<file path="config.mk">
export PLATFORM = sky130hd
export DESIGN_NAME = fifo_wr_arbiter
export DESIGN_NICKNAME = d
export VERILOG_FILES = /design/src/rtl/fifo_arb_pkg.sv /design/src/rtl/rr_pick.sv /design/src/rtl/fifo_wr_arbiter.sv
export SDC_FILE = /design/constraint.sdc
export NUM_CORES = 1
export LEC_CHECK = 0
export ABC_AREA = 1
export CORE_ASPECT_RATIO = 0.9
export CORE_MARGIN = 2
export CORE_UTILIZATION = 50
export CTS_BUF_LIST = sky130_fd_sc_hd__clkbuf_8
export DETAILED_ROUTE_END_ITERATION = 8
export PLACE_DENSITY = 0.95
export SYNTH_ARGS = -nofsm -noshare
export SYNTH_HDL_FRONTEND = slang
export SYNTH_SLANG_ARGS = --single-unit
export TNS_END_PERCENT = 20
</file>
<file path="constraint.sdc">
create_clock -name clk -period 5.4 [get_ports clk]
set_input_delay 0.54 -clock clk [delete_from_list [all_inputs] [get_ports clk]]
set_output_delay 0.54 -clock clk [all_outputs]
set_load 0.02 [all_outputs]
</file>
<file path="src/rtl/fifo_arb_pkg.sv">
// Shared types and sizing helpers for the FIFO write arbiter.
package fifo_arb_pkg;

  typedef enum logic {
    ARB_IDLE  = 1'b0,
    ARB_BURST = 1'b1
  } arb_state_t;

  // Width of a counter that must hold every value 0..depth inclusive.
  function automatic int cred_w(input int depth);
    return $clog2(depth + 1);
  endfunction

endpackage

</file>
<file path="src/rtl/rr_pick.sv">
// Round-robin picker: first set req bit at or after start, wrapping around.
// Purely combinational, no backpressure of its own.
module rr_pick #(
  parameter int N  = 4,
  parameter int IW = (N > 1) ? $clog2(N) : 1
) (
  input  logic [N-1:0]  req,
  input  logic [IW-1:0] start,
  output logic [N-1:0]  win_oh,
  output logic [IW-1:0] win_idx,
  output logic          win_vld
);

  int j;

  // Scan farthest-first so the requester nearest to start overwrites the rest.
  always_comb begin
    win_idx = '0;
    win_vld = 1'b0;
    j       = 0;
    for (int k = N - 1; k >= 0; k--) begin
      j = int'(start) + k;
      if (j >= N) j = j - N;
      if (req[j]) begin
        win_idx = IW'(j);
        win_vld = 1'b1;
      end
    end
    win_oh = win_vld ? ({{(N-1){1'b0}}, 1'b1} << win_idx) : '0;
  end

endmodule

</file>
<file path="src/rtl/fifo_wr_arbiter.sv">
// Round-robin, credit-gated arbiter driving one FIFO write port; grant in t, write strobe in t+1.
// Requesters are held off (gnt=0) when credits run out; reads of a non-empty FIFO return credits.
module fifo_wr_arbiter
  import fifo_arb_pkg::*;
#(
  parameter int N_REQ     = 4,
  parameter int WIDTH     = 8,
  parameter int DEPTH     = 8,
  parameter int MAX_BURST = 4
) (
  input  logic                       clk,
  input  logic                       rst,
  input  logic [N_REQ-1:0]           req,
  input  logic [N_REQ*WIDTH-1:0]     req_data,
  output logic [N_REQ-1:0]           gnt,
  output logic                       fifo_wr_en,
  output logic [WIDTH-1:0]           fifo_din,
  input  logic                       fifo_rd_en,
  input  logic                       fifo_empty,
  input  logic                       fifo_full,
  output logic [cred_w(DEPTH)-1:0]   credits,
  output logic                       busy,
  output logic                       err
);

  localparam int IW = (N_REQ > 1) ? $clog2(N_REQ) : 1;
  localparam int CW = cred_w(DEPTH);
  localparam int BW = $clog2(MAX_BURST + 1);

  arb_state_t      state, state_nxt;
  logic [IW-1:0]   owner, owner_nxt;
  logic [IW-1:0]   rr_ptr, rr_ptr_nxt;
  logic [BW-1:0]   burst_cnt, burst_cnt_nxt;
  logic [IW-1:0]   pick_start, win_idx, gnt_idx;
  logic [N_REQ-1:0] win_oh;
  logic            win_vld, has_credit, hold, gnt_any, ret;

  function automatic logic [IW-1:0] inc_idx(input logic [IW-1:0] i);
    return (int'(i) == N_REQ - 1) ? '0 : i + 1'b1;
  endfunction

  // After a burst the old owner is searched last.
  assign pick_start = (state == ARB_BURST) ? inc_idx(owner) : rr_ptr;

  rr_pick #(.N(N_REQ), .IW(IW)) u_pick (
    .req     (req),
    .start   (pick_start),
    .win_oh  (win_oh),
    .win_idx (win_idx),
    .win_vld (win_vld)
  );

  assign has_credit = (credits != '0);
  assign hold = (state == ARB_BURST) && req[owner] && has_credit &&
                (int'(burst_cnt) < MAX_BURST);
  assign ret  = fifo_rd_en && !fifo_empty;
  assign busy = (state == ARB_BURST);

  always_comb begin
    state_nxt     = state;
    owner_nxt     = owner;
    rr_ptr_nxt    = rr_ptr;
    burst_cnt_nxt = burst_cnt;
    gnt_any       = 1'b0;
    gnt_idx       = owner;
    if (hold) begin
      gnt_any       = 1'b1;
      burst_cnt_nxt = burst_cnt + 1'b1;
    end else begin
      if (state == ARB_BURST) begin
        rr_ptr_nxt = inc_idx(owner);
        state_nxt  = ARB_IDLE;
      end
      if (win_vld && has_credit) begin
        gnt_any       = 1'b1;
        gnt_idx       = win_idx;
        owner_nxt     = win_idx;
        burst_cnt_nxt = BW'(1);
        if (MAX_BURST > 1) begin
          state_nxt = ARB_BURST;
        end else begin
          state_nxt  = ARB_IDLE;
          rr_ptr_nxt = inc_idx(win_idx);
        end
      end
    end
    gnt = (gnt_any && rst) ? ({{(N_REQ-1){1'b0}}, 1'b1} << gnt_idx) : '0;
  end

  always_ff @(posedge clk) begin
    if (!rst) begin
      state      <= ARB_IDLE;
      owner      <= '0;
      rr_ptr     <= '0;
      burst_cnt  <= '0;
      credits    <= CW'(DEPTH);
      fifo_wr_en <= 1'b0;
      fifo_din   <= '0;
      err        <= 1'b0;
    end else begin
      state      <= state_nxt;
      owner      <= owner_nxt;
      rr_ptr     <= rr_ptr_nxt;
      burst_cnt  <= burst_cnt_nxt;
      fifo_wr_en <= gnt_any;
      if (gnt_any) fifo_din <= req_data[int'(gnt_idx)*WIDTH +: WIDTH];
      // A return at full credit is illegal; saturate and flag it instead.
      if (gnt_any && !ret)
        credits <= credits - 1'b1;
      else if (!gnt_any && ret && credits != CW'(DEPTH))
        credits <= credits + 1'b1;
      if ((fifo_wr_en && fifo_full) || (ret && credits == CW'(DEPTH)))
        err <= 1'b1;
    end
  end

endmodule

</file>
==> results.py <==
metrics = {
    "min_path": {
        "hp-start": "burst_cnt[2]$_SDFFE_PN0N_",
        "hold_path_end": "burst_cnt[2]$_SDFFE_PN0N_",
        "hp-class": "flop to flop",
        "hold-path-cell-count": 2,
    },
    "clock_network": {
        "cts_max_path_buffers": 2,
        "cts_setup_buffers": 0,
        "clock_latency_ns": 0.27,
        "cts.sinks": 22,
        "h-tree-depth": 1,
        "cts_made_buffers": 3,
        "cts_tree": "done",
        "clk_pin_slew_ns": 0.09,
        "post_cts_resized": 0,
        "ctsRootBufferMaster": "clkbuf_8",
        "cts_hold_buf": 0,
    },
    "route": {
        "drc_errors": 0,
        "drtIter0Drc": 131,
        "wire_per_inst_microns": 12.4,
        "first_pass_iters": 4,
        "vias": 1924,
        "ant_nets": 0,
        "vias_per_cell": 5.27,
        "wl_microns": 4530,
    },
    "critical_path": {
        "worst_setup_path_end_kind": "primary output",
        "cpPeakStageDelay_ns": 0.64,
        "rr_startpoint": "owner[0]$_SDFF_PN0_",
        "critPathKind": "flop to primary output",
        "worstPathCellList": "ha_1 -> inv_1 -> nand2_1 -> nand2_2 -> nand3_1 -> nand2_1 -> nand2_2 -> nand2_2 -> inv_2 -> nand3_4 -> nand2_4 -> nor2_4 -> nand2_8 -> nand2_8 -> inv_2 -> nor3_1 -> clkdlybuf4s50_1",
        "cp.arrival_ns": 3.07,
        "cpMostUsedCell": "nand2_2",
        "slowest_stage": "clkdlybuf4s50_1",
        "r2r_cells": 23,
        "reg2reg_slack_ns": 2.70,
        "path_max_fanout": 22,
        "critPathBufInv": 4,
        "startpoint_type": "flop",
        "critPathRequiredTime_ns": 4.86,
        "crit_family": "simple AND/OR/NAND/NOR gates",
        "timing.rr.end": "credits[2]$_SDFFE_PN0P_",
    },
    "placed_design": {
        "io_buffers": 59,
        "dp_hpwl_microns": 3410,
        "place_congestion": 0.837,
    },
    "cells_and_area": {
        "antenna_cells": 0,
        "layout.nets": 368,
        "drive_gt1_frac": 0.105,
        "area_delta_synth_final_pct": 40.2,
    },
    "job": {
        "maxCapViolations": 0,
    },
    "sta": {
        "tns_ns": 0,
        "final_hold_viol_count": 0,
        "rsz0062_at_grt": "no",
        "final-setup-viol-count": 0,
        "worst_pin_slew_ns": 0.440,
        "post-route-period-util": 0.668,
        "fmaxAchievable_mhz": 277,
        "fin_crit_ns": 3.61,
        "fin_skew_ns": 0.00659,
        "drv_slew": 0,
        "max_slew_margin": 0.706,
    },
    "floorplanning": {
        "start_util": 0.535,
        "die-area_sq_um": 3810,
        "fp-row-count": 19,
        "die_x_microns": 64.8,
        "core-area_sq_um": 3110,
        "fp.dieH_microns": 58.8,
        "io_pins": 60,
    },
    "yosys": {
        "yosysWarnings": 0,
        "yosys.area.top_type": "dfxtp_1",
        "yosys.area_share.simple": 0.522,
        "synth_top_family_by_area": "simple AND/OR/NAND/NOR gates",
        "avgSynthCellArea_sq_um": 6.26,
        "synthAdderAreaFrac": 0.0225,
        "yosys.area.top_type_share": 0.264,
        "synth_area_sq_um": 1670,
        "syn_inst": 266,
        "synth_nets": 310,
        "synthMuxAreaShare": 0,
        "synth_area_leaders": "dfxtp_1, nand2_1, nand3_1",
        "ys_seq_area_frac": 0.264,
        "yosysUniqueCellTypes": 26,
        "synth-seq-cells": 22,
        "synth-compound-area-share": 0.0977,
        "synth-xor-area-share": 0.00526,
    },
    "global_route": {
        "antenna_found_initial": 0,
        "grt_pass1_vias": 1785,
        "overflow": 0,
        "grt_max_degree": 23,
        "gr-usage-all-layers": 0.242,
        "grt_pass1_wl_microns": 7380,
    },
    "outcome": {
        "status": "finished clean",
    },
}
## worst register-to-register path, delay by kind of cell (launching register included)
kind	cells	cell delay [ns]
AND/OR/NAND/NOR	14	1.20
buffers and inverters	6	0.48
XOR/XNOR	1	0.13
adder cells (fa/ha/maj)	2	0.40
flip-flops	1	0.43
## synthesized netlist by cell type (all sizes together)
cell and n:
a211oi 1, a21oi 14, buf 4, clkbuf 2, clkinv 1, dfxtp 22
ha 3, inv 26, nand2 89, nand3 35, nand4 10, nor2 35
nor3 5, o21ai 17, or2 1, xor2 1
## cell families (layout without fill, tap and decap cells)
family	Yosys count	after routing
buffers and inverters	33	90
adders and majority gates	3	3
and+or+nand+nor	175	175
DFF	22	22
xor gates and xnor gates	1	1
AOI/OAI and AO/OA	32	32
## layout make-up
class	instances	area, sq um
clock buffers	3	41.3
clock inverters	1	30.0
fillers	245	779
inverters	27	101
multi-input cells	211	1080
flip-flops and latches	22	440
well taps	42	52.6
repair buffers	59	591
## per-stage QoR
step	util	hold slack (ns)	setup slack, ns	cells	cell area [sq um]
after global placement	0.727	0.446	1.99	361	2260
after detailed placement	0.727	0.459	1.93	361	2260
after CTS	0.750	0.475	1.81	365	2330
final	0.750	0.472	1.79	365	2330
after floorplan	-	0.428	2.61	266	1670
after global routing	0.750	0.497	1.60	365	2330
## metal layers
layer / track usage / part of all wire
met1: 0.298 / 0.43
met4: 0.0790 / 0.0093
met5: 0 / 0
met2: 0.432 / 0.50
met3: 0.0421 / 0.060
## sequential cells by signal, indices dropped and copies added (netlist names)
name and count:
fifo_din 8, credits 4, burst_cnt 3, owner 2, rr_ptr 2, busy 1, err 1, fifo_wr_en 1
## cell usage in the layout, fill, tap and decap left out, types with 2 or more instances in the layout
cell type        count
nand2_1             71
clkdlybuf4s50_1     59
nand3_1             33
nor2_1              31
dfxtp_1             22
inv_1               20
o21ai_0             15
a21oi_1             14
nand2_2             11
nand4_1             10
inv_2                6
nand2_4              5
nor3_1               5
ha_1                 3
clkbuf_8             3
o21ai_1              2
nor2_2               2
nor2_4               2
nand2_8              2
## how the worst max path moves through the flow
| stage | start | end | slack [ns] | cells after the start |
|---|---|---|---|---|
| floorplan | owner[0]$_SDFF_PN0_ | gnt[0] | 2.61 | 17 |
| global placement | req[1] | gnt[2] | 1.99 | 12 |
| detailed placement | req[1] | gnt[2] | 1.93 | 12 |
| CTS | owner[0]$_SDFF_PN0_ | gnt[2] | 1.81 | 17 |
| global route | owner[0]$_SDFF_PN0_ | gnt[2] | 1.60 | 17 |
| finish | owner[0]$_SDFF_PN0_ | gnt[2] | 1.79 | 17 |
Power is left out: the tool's default activity adds up to more than one toggle a clock period on the data nets, which glitch-free logic cannot reach.
